$ cat config.mk
export PLATFORM = sky130hd
export DESIGN_NAME = lsu
export DESIGN_NICKNAME = d
export VERILOG_FILES = /design/src/rtl/lsu_pkg.sv /design/src/rtl/lsu_load_align.sv /design/src/rtl/lsu.sv
export SDC_FILE = /design/constraint.sdc
export NUM_CORES = 1
export LEC_CHECK = 0
export BUFFER_PORTS_ARGS = -buffer_cell sky130_fd_sc_hd__buf_2
export CAP_MARGIN = 20
export CORE_MARGIN = 8
export CORE_UTILIZATION = 30
export CTS_CLUSTER_DIAMETER = 100
export CTS_CLUSTER_SIZE = 8
export DETAILED_ROUTE_END_ITERATION = 16
export GPL_TIMING_DRIVEN = 0
export PLACE_DENSITY = 0.5
export SYNTH_ARGS = -nofsm -noshare
export SYNTH_HDL_FRONTEND = slang
export SYNTH_SLANG_ARGS = --single-unit
$ cat constraint.sdc
create_clock -name clk -period 3.78 [get_ports clk]
set_input_delay 0.756 -clock clk [delete_from_list [all_inputs] [get_ports clk]]
set_output_delay 0.756 -clock clk [all_outputs]
set_load 0.05 [all_outputs]
$ cat src/rtl/lsu_pkg.sv
// Shared LSU definitions: widths, funct encodings, FSM states and alignment helpers.
package lsu_pkg;

  localparam int ISA_WIDTH       = 64;
  localparam int LSU_FUNCT_WIDTH = 4;

  localparam logic [LSU_FUNCT_WIDTH-1:0] LSU_LB  = 4'd0;
  localparam logic [LSU_FUNCT_WIDTH-1:0] LSU_LH  = 4'd1;
  localparam logic [LSU_FUNCT_WIDTH-1:0] LSU_LW  = 4'd2;
  localparam logic [LSU_FUNCT_WIDTH-1:0] LSU_LD  = 4'd3;
  localparam logic [LSU_FUNCT_WIDTH-1:0] LSU_LBU = 4'd4;
  localparam logic [LSU_FUNCT_WIDTH-1:0] LSU_LHU = 4'd5;
  localparam logic [LSU_FUNCT_WIDTH-1:0] LSU_LWU = 4'd6;
  localparam logic [LSU_FUNCT_WIDTH-1:0] LSU_SB  = 4'd8;
  localparam logic [LSU_FUNCT_WIDTH-1:0] LSU_SH  = 4'd9;
  localparam logic [LSU_FUNCT_WIDTH-1:0] LSU_SW  = 4'd10;
  localparam logic [LSU_FUNCT_WIDTH-1:0] LSU_SD  = 4'd11;

  typedef enum logic [1:0] {
    ST_IDLE,
    ST_REQ,
    ST_WAIT,
    ST_DONE
  } lsu_state_e;

  function automatic logic lsu_funct_legal(input logic [LSU_FUNCT_WIDTH-1:0] f);
    return (f != 4'd7) && (f <= LSU_SD);
  endfunction

  // funct[1:0] encodes access size (B/H/W/D) for both loads and stores.
  function automatic logic lsu_misaligned(input logic [LSU_FUNCT_WIDTH-1:0] f,
                                          input logic [2:0] off);
    case (f[1:0])
      2'd1:    return off[0];
      2'd2:    return |off[1:0];
      2'd3:    return |off;
      default: return 1'b0;
    endcase
  endfunction

endpackage

$ cat src/rtl/lsu_load_align.sv
// Combinational load extractor: picks the byte/half/word at the given offset of an
// aligned 8-byte word and sign- or zero-extends it; LD passes through.
module lsu_load_align
  import lsu_pkg::*;
#(
  parameter int DATA_LEN = ISA_WIDTH
) (
  input  logic [DATA_LEN-1:0]        i_data,
  input  logic [2:0]                 i_offset,
  input  logic [LSU_FUNCT_WIDTH-1:0] i_funct,
  output logic [DATA_LEN-1:0]        o_result
);

  logic [DATA_LEN-1:0] w_shifted;

  assign w_shifted = i_data >> {i_offset, 3'b000};

  always_comb begin
    o_result = '0;
    case (i_funct)
      LSU_LB:  o_result = {{(DATA_LEN-8){w_shifted[7]}}, w_shifted[7:0]};
      LSU_LH:  o_result = {{(DATA_LEN-16){w_shifted[15]}}, w_shifted[15:0]};
      LSU_LW:  o_result = {{(DATA_LEN-32){w_shifted[31]}}, w_shifted[31:0]};
      LSU_LD:  o_result = w_shifted;
      LSU_LBU: o_result = {{(DATA_LEN-8){1'b0}}, w_shifted[7:0]};
      LSU_LHU: o_result = {{(DATA_LEN-16){1'b0}}, w_shifted[15:0]};
      LSU_LWU: o_result = {{(DATA_LEN-32){1'b0}}, w_shifted[31:0]};
      default: o_result = '0;
    endcase
  end

endmodule

$ cat src/rtl/lsu.sv
// Single-outstanding load/store unit: accepts one op, issues one aligned memory
// request, waits for the response and holds the result until writeback takes it.
module lsu
  import lsu_pkg::*;
#(
  parameter int DATA_LEN = ISA_WIDTH
) (
  input  logic                       clk,
  input  logic                       rst,
  input  logic                       in_valid,
  output logic                       in_ready,
  input  logic [DATA_LEN-1:0]        addr,
  input  logic [DATA_LEN-1:0]        wdata,
  input  logic [LSU_FUNCT_WIDTH-1:0] lsu_funct,
  output logic                       mem_req_valid,
  input  logic                       mem_req_ready,
  output logic [DATA_LEN-1:0]        mem_addr,
  output logic                       mem_wen,
  output logic [DATA_LEN-1:0]        mem_wdata,
  output logic [DATA_LEN/8-1:0]      mem_wmask,
  input  logic                       mem_rsp_valid,
  input  logic [DATA_LEN-1:0]        mem_rsp_data,
  output logic                       out_valid,
  input  logic                       out_ready,
  output logic [DATA_LEN-1:0]        rdata,
  output logic                       err
);

  localparam int MASK_W = DATA_LEN / 8;

  lsu_state_e                 r_state;
  lsu_state_e                 w_next_state;
  logic [DATA_LEN-1:0]        r_addr;
  logic [DATA_LEN-1:0]        r_wdata;
  logic [LSU_FUNCT_WIDTH-1:0] r_funct;
  logic [DATA_LEN-1:0]        r_rdata;
  logic                       r_err;
  logic                       w_in_err;
  logic                       w_accept;
  logic [DATA_LEN-1:0]        w_load_data;
  logic [MASK_W-1:0]          w_mask_base;

  assign w_in_err = !lsu_funct_legal(lsu_funct) || lsu_misaligned(lsu_funct, addr[2:0]);
  assign w_accept = (r_state == ST_IDLE) && in_valid;

  always_ff @(posedge clk or negedge rst) begin
    if (!rst) begin
      r_state <= ST_IDLE;
    end else begin
      r_state <= w_next_state;
    end
  end

  always_comb begin
    w_next_state = r_state;
    case (r_state)
      ST_IDLE: if (in_valid)      w_next_state = w_in_err ? ST_DONE : ST_REQ;
      ST_REQ:  if (mem_req_ready) w_next_state = ST_WAIT;
      ST_WAIT: if (mem_rsp_valid) w_next_state = ST_DONE;
      ST_DONE: if (out_ready)     w_next_state = ST_IDLE;
      default:                    w_next_state = ST_IDLE;
    endcase
  end

  lsu_load_align #(
    .DATA_LEN(DATA_LEN)
  ) u_load_align (
    .i_data  (mem_rsp_data),
    .i_offset(r_addr[2:0]),
    .i_funct (r_funct),
    .o_result(w_load_data)
  );

  // Result is cleared on accept so stores and faulting ops report rdata=0.
  always_ff @(posedge clk or negedge rst) begin
    if (!rst) begin
      r_addr  <= '0;
      r_wdata <= '0;
      r_funct <= '0;
      r_rdata <= '0;
      r_err   <= 1'b0;
    end else begin
      if (w_accept) begin
        r_addr  <= addr;
        r_wdata <= wdata;
        r_funct <= lsu_funct;
        r_rdata <= '0;
        r_err   <= w_in_err;
      end else if (r_state == ST_WAIT && mem_rsp_valid && !r_funct[3]) begin
        r_rdata <= w_load_data;
      end else if (r_state == ST_DONE && out_ready) begin
        r_rdata <= '0;
        r_err   <= 1'b0;
      end
    end
  end

  always_comb begin
    w_mask_base = '0;
    case (r_funct[1:0])
      2'd0:    w_mask_base = MASK_W'(8'h01);
      2'd1:    w_mask_base = MASK_W'(8'h03);
      2'd2:    w_mask_base = MASK_W'(8'h0F);
      default: w_mask_base = MASK_W'(8'hFF);
    endcase
  end

  assign in_ready      = (r_state == ST_IDLE);
  assign mem_req_valid = (r_state == ST_REQ);
  assign mem_addr      = {r_addr[DATA_LEN-1:3], 3'b000};
  assign mem_wen       = r_funct[3];
  assign mem_wdata     = r_wdata << {r_addr[2:0], 3'b000};
  assign mem_wmask     = r_funct[3] ? (w_mask_base << r_addr[2:0]) : '0;
  assign out_valid     = (r_state == ST_DONE);
  assign rdata         = r_rdata;
  assign err           = r_err;

endmodule

Word-level counts from Yosys, hierarchy flattened
Cells that the tools add are included.
- ROM bits: 0
- register bits: 199
- bits in writable memories: 0
- latch bits: 0
- output and inout bits: 205
- memories: 0
- $add $sub $neg: 0
- multiplexer cells: 16
- reductions and logical operators: 17
- multiply operators: 0
- equality and inequality tests: 20
- div/mod/pow operators: 0
- bitwise logic cells: 0
- shifts and indexed selects: 3
- $lt $le $gt $ge: 1
- operator list (operator ; count):
    64-bit case mux with 7 select lines ; 1
    64-bit two-way mux ; 3
    64-bit by 6-bit left shift with 64-bit output ; 1
    64-bit by 6-bit >> shifter with 64-bit output ; 1
    8-bit case mux with 3 select lines ; 1
    4-bit by 3-bit equality test with 1-bit output (second input constant) ; 3
    2-bit equality test (second input constant) ; 5
    2-bit two-way mux ; 5
    4-bit by 2-bit equality test with 1-bit output (second input constant) ; 2
    8-bit two-way mux ; 1
    2-bit case mux with 4 select lines ; 1
    8-bit by 3-bit left shift with 8-bit output ; 1
    2-bit by 1-bit equality test with 1-bit output (second input constant) ; 3
    2-bit != test (second input constant) ; 3
    1-bit logical AND ; 5
    4-bit by 1-bit equality test with 1-bit output (second input constant) ; 1
    4-bit <= comparator (second input constant) ; 1
    2-bit logical NOT ; 2
    4-bit logical NOT ; 1
    2-bit by 1-bit != test with 1-bit output (second input constant) ; 2
    4-bit by 3-bit != test with 1-bit output (second input constant) ; 1
    4-bit AND reduction ; 1
    1-bit two-way mux ; 3
    1-bit case mux with 3 select lines ; 1
    7 further kinds ; 8

Longest topological paths before layout
Gate-level depths: netlist (run 1).
- depth after elaboration: 7
- gate-level depth with buffers: 10
- depth with buffers taken out: 7

Hierarchy
From an unflattened synthesis (run 1), not the netlist that was laid out.
- cell total of the unflattened synthesis: 1111
- area total of the unflattened synthesis: 12248.0 µm²
- by module, submodules not included (module ; area an instance (µm²) ; sequential area each (µm²) ; instances ; cells each):
    lsu ; 10068.4 ; 4979.8 ; 1 ; 828
    lsu_load_align ; 2179.6 ; 0.0 ; 1 ; 283

Worst setup path before layout (run 1)
No wires, ideal clock.
- path type: flip-flop to output port
- start point: reg r_addr[1]
- end point: out mem_wdata[57]
- data arrival time: 2.594 ns
- required time: 3.024 ns
- setup slack: 0.430 ns
- stages on the path, launching flop included: 10
- path through: dfrtp_1 > buf_4 > buf_4 > buf_2 > buf_2 > buf_2 > mux2i_1 > nor2_1 > a21oi_1 > o21ai_0
- word-level cells in the longest chain between the ends: 1
- ends and longest elaborated chain (element ; line ; text):
    start: declaration ; lsu.sv:33 ; logic [DATA_LEN-1:0] r_addr;
    start signal: assignment ; lsu.sv:84 ; r_addr <= addr;
    64-bit by 6-bit left shift with 64-bit output ; lsu.sv:112 ; assign mem_wdata = r_wdata << {r_addr[2:0], 3'b000};
    end: declaration ; lsu.sv:19 ; output logic [DATA_LEN-1:0] mem_wdata,
No other way between the ends.

Final worst setup path (run 1)
- start point: reg r_addr[0]
- end point: out mem_wdata[60]
The elaborated chain is that of the path after synthesis.

==> metrics.yaml, run 1 <==
status:
  status: "finished clean"
yosys:
  synth_area_leader_cell: "dfrtp_1"
  yosys-top-cells-area: "dfrtp_1, mux2_2, mux2i_1"
  yosysUniqueCellTypes: 49
  synth_ff_type: "dfrtp_1"
  synth_seq_cells: 199
  synth-edff-count: 0
  synth_common_cells: "dfrtp_1, mux2_2, nor2_1"
  syn_inst: 1148
  synth_most_common_cell: "dfrtp_1"
  synth_seq_area_share: 0.430
  netlist_area_um2: 11600
  yosysWarningCount: 0
  synth.top_cell.area_share: 0.430
  async_reset_ff_frac: 1.00
  syn_area_per_cell_um2: 10.1
setup_path:
  critPathBufInv: 5
  cpMostUsedCell: "buf_2"
  path_delay_family: "buffers and inverters"
  critPathCaptureType: "output pin"
  cp_cell_sequence: "clkbuf_1 > buf_2 > buf_2 > buf_1 > a21oi_1 > nand2_1 > o21ai_0 > buf_2"
  critPathLaunchType: "register"
  r2r_cells: 9
  cp_max_fo: 10
  cp_slowest_stage_delay_ns: 0.48
  worstPathArrival_ns: 2.91
  critical_path_cell_count: 8
  endpoint: "mem_wdata[60]"
  crit_start: "r_addr[0]"
  worst-r2r-setup-slack_ns: 0.73
  reg2reg_from: "r_state[0]"
  cp.required_ns: 3.02
  rr_endpoint: "rdata[53]"
  worst-setup-path-type: "register to output pin"
  cpMaxStageDelayCell: "buf_1"
sta:
  setup_tns_ns: 0
  finClkSkew_ns: 0.0156
  fmax_ghz: 0.273
  post-route-period-util: 0.970
  rsz0062_at_grt: "no"
  worst_pin_slew_ns: 1.03
  slew_viol_final: 0
  hold_ws_ns: 0.202
  setup_ws_ns: 0.114
  slew_headroom: 0.309
  setup_viol: 0
  finalHoldViolations: 0
  min_period_ns: 3.67
grt:
  track_usage: 0.234
  grt_max_degree: 82
  overflow: 0
  antenna_found_initial: 10
  grt_pass1_vias: 11500
  grt_first_pass_wirelength_um: 77300
placed_design:
  dp_hpwl_um: 42900
  place_inst: 2073
  io_buffers: 403
  place_ws_ns: 0.0953
  place_congestion: 0.936
route:
  wl_per_cell_um: 25.6
  routed_wirelength_um: 53800
  drtIter0Drc: 920
  dr.pass1.iters: 5
  drc: 0
  ant_nets: 0
  routed_via_density: 5.20
  routed-via-count: 10900
floorplan:
  initial_core_util: 0.302
  ios: 407
  dieWidth_um: 212
  die_y_um: 212
  design.core.area_um2: 38400
  rows: 72
  die_area_um2: 45100
layout:
  fin_cells: 2104
  syn2layout_area_growth_pct: 28.7
  fin_nets: 1778
  drive_above_1_share: 0.456
clock_tree:
  clockBufferDepth: 2
  cts_tree: "built"
  cts_sinks: 199
  cts_buffers: 17
  htreeDepth: 4
  clk_latency_ns: 0.46
  cts.clk_slew.worst_paths_ns: 0.08
  clockRootBuffer: "clkbuf_16"
flow_run:
  drv_cap: 0
min_path:
  hp-class: "primary input to async pin"
## worst min path at each step
stage | from | end | cells past startpoint | slack [ns]
6_report | rst | rdata[26] | 1 | 0.20
5_1_grt | rst | rdata[25] | 1 | 0.22
4_1_cts | rst | rdata[28] | 1 | 0.22
3_5_place_dp | rdata[4] | rdata[4] | 2 | 0.47
3_3_place_gp | rdata[4] | rdata[4] | 2 | 0.47
2_1_floorplan | rst | err | 0 | 0.46
## per-stage QoR
stage / area [um2] / util
3_5_place_dp: 14300 / 0.373
6_report: 14900 / 0.388
4_1_cts: 14900 / 0.387
5_1_grt: 14900 / 0.388
2_1_floorplan: 11600 / -
3_3_place_gp: 14300 / 0.371
## repair_timing
item | 4_1_cts | 5_1_grt
endpoints found under the setup margin | 61 | 34
hold buffers | 0 | 0
buffers inserted | 0 | 0
pin swaps | 0 | 0
resized for setup | 20 | 20
## cell usage in the layout (no fill, tap or decap), types with 11 or more instances in the layout
cell,n
mux2i_1,82
buf_2,418
clkbuf_2,12
a21oi_1,76
a2bb2oi_1,15
nor2_1,118
mux2_2,162
clkbuf_16,17
a211oi_1,16
a221o_1,23
nand3_1,11
clkbuf_1,37
o21ai_0,42
buf_4,72
nand2_1,105
dfrtp_1,199
## logic make-up after synthesis
family | after synthesis | synth area share
and+or+nand+nor | 278 | 0.102
AOI/OAI and AO/OA | 259 | 0.155
muxes | 245 | 0.229
DFF | 199 | 0.430
buffers and inverters | 161 | 0.0782
adders and majority gates | 4 | 0.00432
other | 1 | 0.000324
xor gates and xnor gates | 1 | 0.000756
## final cells by class
| class | count | area (um2) |
|---|---|---|
| inverter | 10 | 37.5 |
| multi-input combinational | 790 | 5720 |
| tap | 518 | 648 |
| fill | 4007 | 23500 |
| antenna | 2 | 5.00 |
| timing repair buffer | 405 | 2090 |
| sequential | 199 | 4980 |
| clock buffer | 22 | 444 |
| clock inverter | 9 | 72.6 |
| buffer | 149 | 910 |
## metal layers
| layer | GRT usage | vias to the layer above | wire length (um) |
|---|---|---|---|
| li1 | - | 4912 | - |
| met4 | 0.0757 | 16 | 1330 |
| met3 | 0.0781 | 90 | 5530 |
| met5 | 0 | - | 106 |
| met1 | 0.291 | 5349 | 22000 |
| met2 | 0.378 | 579 | 24800 |
## worst reg2reg max path, cell delays in order, from the launching register on
cell       delay (ns)
dfrtp_1          0.39
inv_1            0.09
ha_1             0.28
and2_1           0.17
clkbuf_1         0.24
a211oi_2         0.84
clkbuf_1         0.53
nand2_1          0.16
o21ai_0          0.12
a2bb2oi_1        0.18
## flip-flops by register name, summed over array words and instances (netlist names)
| name | count |
|---|---|
| rdata | 64 |
| r_wdata | 64 |
| r_addr | 64 |
| err | 1 |
| r_funct | 4 |
| r_state | 2 |
Power of run 1 is left out: the tool's default activity adds up to more than one toggle a clock period on the data nets, which glitch-free logic cannot reach.
==> run 2: changes to the inputs <==
==> constraint.sdc (replaced) <==
create_clock -name clk -period 3.78 [get_ports clk]
set_input_delay 0.378 -clock clk [delete_from_list [all_inputs] [get_ports clk]]
set_output_delay 0.378 -clock clk [all_outputs]
set_load 0.05 [all_outputs]
==> run 2 against run 1 <==
First-iteration DRC count up 3.3%. Final cell count grew 0.14%. Critical path depth up 1. Count of clock-buffer cells in the layout unchanged. Utilization is 0.12 points lower. Largest cell class unchanged.
==> metrics.yaml, run 2 (synthesis results as in run 1) <==
status:
  status: "finished clean"  # unchanged
sta:
  rsz0062_at_grt: "no"  # unchanged
  fmax_ghz: 0.272  # was 0.273 GHz
  finClkSkew_ns: 0.0153  # was 0.0156 ns
  hold_ws_ns: 0.149  # was 0.202 ns
  finalHoldViolations: 0  # unchanged
  slew_headroom: 0.326  # was 0.309
  min_period_ns: 3.67  # about the same
  slew_viol_final: 0  # unchanged
  post-route-period-util: 0.971  # was 0.970
  worst_pin_slew_ns: 1.00  # was 1.03 ns
  setup_viol: 0  # unchanged
  setup_ws_ns: 0.109  # was 0.114 ns
setup_path:
  r2r_cells: 9  # unchanged
  cp_slowest_stage_delay_ns: 0.50  # was 0.48 ns
  worst-setup-path-type: "register to output pin"  # unchanged
  endpoint: "mem_wdata[33]"  # was mem_wdata[60]
  cpMostUsedCell: "buf_2"  # unchanged
  cpMaxStageDelayCell: "clkbuf_1"  # was buf_1
  rr_endpoint: "rdata[53]"  # unchanged
  path_delay_family: "buffers and inverters"  # unchanged
  critical_path_cell_count: 9  # was 8
  worst-r2r-setup-slack_ns: 0.76  # was 0.73 ns
  worstPathArrival_ns: 3.29  # was 2.91 ns
  cp_cell_sequence: "buf_4 > buf_4 > buf_2 > buf_2 > nor2_1 > clkbuf_1 > nand3_1 > o21ai_0 > buf_2"  # was clkbuf_1 > buf_2 > buf_2 > buf_1 > a21oi_1 > nand2_1 > o21ai_0 > buf_2
  critPathCaptureType: "output pin"  # unchanged
  cp_max_fo: 10  # unchanged
  reg2reg_from: "r_state[0]"  # unchanged
  crit_start: "r_addr[1]"  # was r_addr[0]
  critPathLaunchType: "register"  # unchanged
  critPathBufInv: 6  # was 5
  cp.required_ns: 3.40  # was 3.02 ns
min_path:
  hp-class: "primary input to register"  # was primary input to async pin
route:
  ant_nets: 0  # unchanged
  wl_per_cell_um: 25.5  # was 25.6 um
  routed_via_density: 5.18  # was 5.20
  dr.pass1.iters: 5  # unchanged
  drc: 0  # unchanged
  drtIter0Drc: 950  # was 920
  routed_wirelength_um: 53800  # about the same
  routed-via-count: 10900  # about the same
clock_tree:
  htreeDepth: 4  # unchanged
  clockRootBuffer: "clkbuf_16"  # unchanged
  cts_buffers: 17  # unchanged
  cts_tree: "built"  # unchanged
  clk_latency_ns: 0.46  # about the same
  clockBufferDepth: 2  # unchanged
  cts_sinks: 199  # unchanged
  post-cts-setup-buffers: 0  # unchanged
  cts.clk_slew.worst_paths_ns: 0.08  # about the same
layout:
  layout_common_cells: "buf_2, dfrtp_1, mux2_2"  # unchanged
  fin_nets: 1780  # was 1778
  fin_area_um2: 14900  # about the same
  drive_above_1_share: 0.445  # was 0.456
  syn2layout_area_growth_pct: 28.3  # was 28.7%
  final_common_cell: "buf_2"  # unchanged
placed_design:
  dp_hpwl_um: 42900  # unchanged
  place_ws_ns: 0.473  # was 0.0953 ns
  io_buffers: 403  # unchanged
  dpl_cell_area_um2: 14300  # unchanged
  place_congestion: 0.936  # unchanged
floorplan:
  ios: 407  # unchanged
  rows: 72  # unchanged
  initial_core_util: 0.302  # unchanged
  design.core.area_um2: 38400  # unchanged
  dieWidth_um: 212  # unchanged
  die_area_um2: 45100  # unchanged
  die_y_um: 212  # unchanged
grt:
  track_usage: 0.234  # about the same
  grt_first_pass_wirelength_um: 77300  # about the same
  grt_max_degree: 82  # unchanged
  overflow: 0  # unchanged
  grt_pass1_vias: 11500  # about the same
  antenna_found_initial: 10  # unchanged
flow_run:
  drv_cap: 0  # unchanged
==> run 2: final cells by class <==
cell class	instances	area, um2
Sequential cell	199	4980
Fill cell	4009	23500
Antenna cell	3	7.51
Tap cell	518	648
Buffer	150	870
Clock inverter	9	72.6
Multi-Input combinational cell	790	5710
Timing Repair Buffer	406	2090
Clock buffer	22	444
Inverter	10	37.5
==> run 2: worst min path at each step <==
| stage | start | endpoint | slack (ns) | cells after the start |
|---|---|---|---|---|
| 2_1_floorplan | rst | err | 0.08 | 0 |
| 3_5_place_dp | rst | rdata[50] | 0.34 | 1 |
| 4_1_cts | addr[28] | r_addr[28] | 0.12 | 2 |
| 6_report | addr[31] | r_addr[31] | 0.15 | 2 |
| 5_1_grt | addr[28] | r_addr[28] | 0.13 | 2 |
| 3_3_place_gp | rdata[4] | rdata[4] | 0.47 | 2 |
==> run 2: timing repair <==
| action | CTS | global route |
|---|---|---|
| setup endpoints to repair | 1 | 13 |
| hold endpoints to repair | 51 | 0 |
| hold buffers | 1 | 0 |
| gates resized for setup | 1 | 4 |
| cloned | 0 | 0 |
==> run 2: per-layer routing <==
layer  global-route usage  share of wire
met1                0.291           0.41
met2                0.375           0.46
met3               0.0789          0.097
met4               0.0797          0.027
met5                    0         0.0015
==> run 2: worst reg2reg max path: cells and delay by family (launching register included) <==
kind,cells,cell delay (ns)
and+or+nand+nor,2,0.33
AOI/OAI and AO/OA,3,1.11
adders and majority gates,1,0.28
DFF,1,0.39
buffers and inverters,3,0.86
==> run 2: stage by stage <==
step | utilization | TNS, ns | instances
finish | 0.387 | 0 | 2107
CTS | 0.387 | 0 | 2105
detailed placement | 0.373 | 0 | 2073
floorplan | - | 0 | 1150
global placement | 0.371 | -279.82 | 2071
global route | 0.387 | 0 | 2104
Power of run 2 is left out for the same reason.
==> run 3: changes to the inputs <==
--- a/config.mk
+++ b/config.mk
@@ -7,7 +7,6 @@
 export LEC_CHECK = 0
 export BUFFER_PORTS_ARGS = -buffer_cell sky130_fd_sc_hd__buf_2
 export CAP_MARGIN = 20
-export CORE_MARGIN = 8
 export CORE_UTILIZATION = 30
 export CTS_CLUSTER_DIAMETER = 100
 export CTS_CLUSTER_SIZE = 8
==> constraint.sdc (replaced) <==
create_clock -name clk -period 4.05 [get_ports clk]
set_input_delay 0.405 -clock clk [delete_from_list [all_inputs] [get_ports clk]]
set_output_delay 0.405 -clock clk [all_outputs]
set_load 0.05 [all_outputs]
==> run 3 against run 2 <==
Final area grew 0.35%. Count of clock-buffer cells in the layout shrank 4. Register-to-register slack gained 0.45 ns. Highest routed layer unchanged. First-iteration DRC count shrank 17%.
==> metrics.yaml, run 3 (synthesis results as in run 1) <==
setup_path:
  cp_slowest_stage_delay_ns: 0.54  # was 0.50 ns
  cp_max_fo: 10  # unchanged
  worstPathArrival_ns: 3.50  # was 3.29 ns
  reg2reg_from: "r_state[0]"  # unchanged
  worst-r2r-setup-slack_ns: 1.21  # was 0.76 ns
  rr_endpoint: "r_wdata[55]"  # was rdata[53]
  path_delay_family: "buffers and inverters"  # unchanged
  critPathBufInv: 5  # was 6
  r2r_cells: 7  # was 9
  cp.required_ns: 3.64  # was 3.40 ns
  cp_cell_sequence: "clkbuf_1 > buf_2 > buf_1 > clkbuf_1 > a21oi_1 > o21ai_0 > buf_2"  # was buf_4 > buf_4 > buf_2 > buf_2 > nor2_1 > clkbuf_1 > nand3_1 > o21ai_0 > buf_2
  worst-setup-path-type: "register to output pin"  # unchanged
  cpMaxStageDelayCell: "buf_1"  # was clkbuf_1
  critPathCaptureType: "output pin"  # unchanged
  critPathLaunchType: "register"  # unchanged
sta:
  finalHoldViolations: 0  # unchanged
  rsz0062_at_grt: "no"  # unchanged
  post-route-period-util: 0.964
  min_period_ns: 3.91
  fmax_ghz: 0.256
  finClkSkew_ns: 0.0161  # was 0.0153 ns
  slew_headroom: 0.417  # was 0.326
  setup_viol: 0  # unchanged
  slew_viol_final: 0  # unchanged
  worst_pin_slew_ns: 0.867  # was 1.00 ns
layout:
  drive_above_1_share: 0.445  # about the same
  fin_nets: 1782  # was 1780
  syn2layout_area_growth_pct: 28.8  # was 28.3%
  n_fill_cell: 3886  # was 4009
  fin_area_um2: 14900  # about the same
  final_common_cell: "buf_2"  # unchanged
  layout_common_cells: "buf_2, dfrtp_1, mux2_2"  # unchanged
clock_tree:
  clk_latency_ns: 0.49  # was 0.46 ns
  post_cts_resized: 0  # was 1
  cts_sinks: 199  # unchanged
  htreeDepth: 4  # unchanged
  cts_hold_buf: 1  # unchanged
  clockRootBuffer: "clkbuf_16"  # unchanged
  post-cts-setup-buffers: 0  # unchanged
  cts.clk_slew.worst_paths_ns: 0.09  # was 0.08 ns
  cts_buffers: 17  # unchanged
  cts_tree: "built"  # unchanged
  clockBufferDepth: 2  # unchanged
placed_design:
  dp_hpwl_um: 39300  # was 42900 um
  io_buffers: 403  # unchanged
  place_congestion: 0.927  # was 0.936
  dpl_cell_area_um2: 14300  # about the same
flow_run:
  drv_cap: 0  # unchanged
min_path:
  hp-class: "primary input to register"  # unchanged
  min-delay-start: "addr[44]"  # was addr[31]
  whs_path_depth: 2  # unchanged
  hold_end: "r_addr[44]"  # was r_addr[31]
grt:
  use_met1: 0.310  # was 0.291
  grt_pass1_vias: 11100  # was 11.5k
  grt_first_pass_wirelength_um: 71700  # was 77300 um
  antenna_found_initial: 10  # unchanged
  met3_usage: 0.0554  # was 0.0789
  met2_usage: 0.437  # was 0.375
  overflow: 0  # unchanged
  grt_max_degree: 102  # was 82
  busiest_layer: "met2"  # unchanged
  track_usage: 0.252  # was 0.234
status:
  status: "finished clean"  # unchanged
route:
  routed-via-count: 10900  # about the same
  routed_wirelength_um: 49500  # was 53800 um
  ant_nets: 0  # unchanged
  dr.pass1.iters: 5  # unchanged
  routed_via_density: 5.20  # was 5.18
  drtIter0Drc: 785  # was 950
  drc: 0  # unchanged
  wl_per_cell_um: 23.5  # was 25.5 um
floorplan:
  rows: 71  # was 72
  die_area_um2: 39400  # was 45100 um2
  ios: 407  # unchanged
  dieWidth_um: 198  # was 212 um
  initial_core_util: 0.306  # was 0.302
  design.core.area_um2: 37800  # was 38400 um2
  die_y_um: 198  # was 212 um
run 3: cell types whose count changed in the layout (fill, tap and decap cells not counted), moves of 2 or more:
cell,before,now
clkinv_8,0,2
clkbuf_1,48,46
diode_2,3,6
clkbuf_2,4,0
inv_8,0,5
buf_1,10,13
clkinvlp_4,5,1
run 3: worst max path at each step:
stage	cells after the start	startpoint	end
after global placement	1	rst	r_wdata[0]
after floorplan	9	r_addr[1]	mem_wdata[57]
final	7	r_addr[0]	mem_wdata[57]
after detailed placement	7	r_addr[0]	mem_wdata[57]
after CTS	7	r_addr[0]	mem_wdata[57]
after global routing	7	r_addr[2]	mem_wdata[11]
run 3: layer usage:
metal  wire length (um)  part of all wire
met1              20300              0.41
met5                 32           0.00065
met2              24300              0.49
met3               3860             0.078
met4               1010             0.020
run 3: through the flow:
| stage | setup slack [ns] | hold WS [ns] | instances | utilization | TNS (ns) |
|---|---|---|---|---|---|
| final | 0.145 | 0.147 | 2105 | 0.394 | 0 |
| after global placement | -1.17 | 0.468 | 2064 | 0.376 | -229.56 |
| after floorplan | 1.05 | 0.109 | 1150 | - | 0 |
| after CTS | 0.196 | 0.126 | 2098 | 0.393 | 0 |
| after global routing | 0.0585 | 0.140 | 2101 | 0.394 | 0 |
| after detailed placement | 0.738 | 0.471 | 2066 | 0.378 | 0 |
run 3: final cells by class:
type | count | area, um2 | area share
antenna | 6 | 15.0 | 0.00101
buffer | 151 | 868 | 0.0582
clock buffer | 18 | 429 | 0.0288
clock inverter | 13 | 158 | 0.0106
inverter | 10 | 37.5 | 0.00252
multi-input combinational | 790 | 5700 | 0.382
sequential | 199 | 4980 | 0.334
tap | 511 | 639 | 0.0429
timing repair buffer | 407 | 2080 | 0.140
Power of run 3 is left out for the same reason.
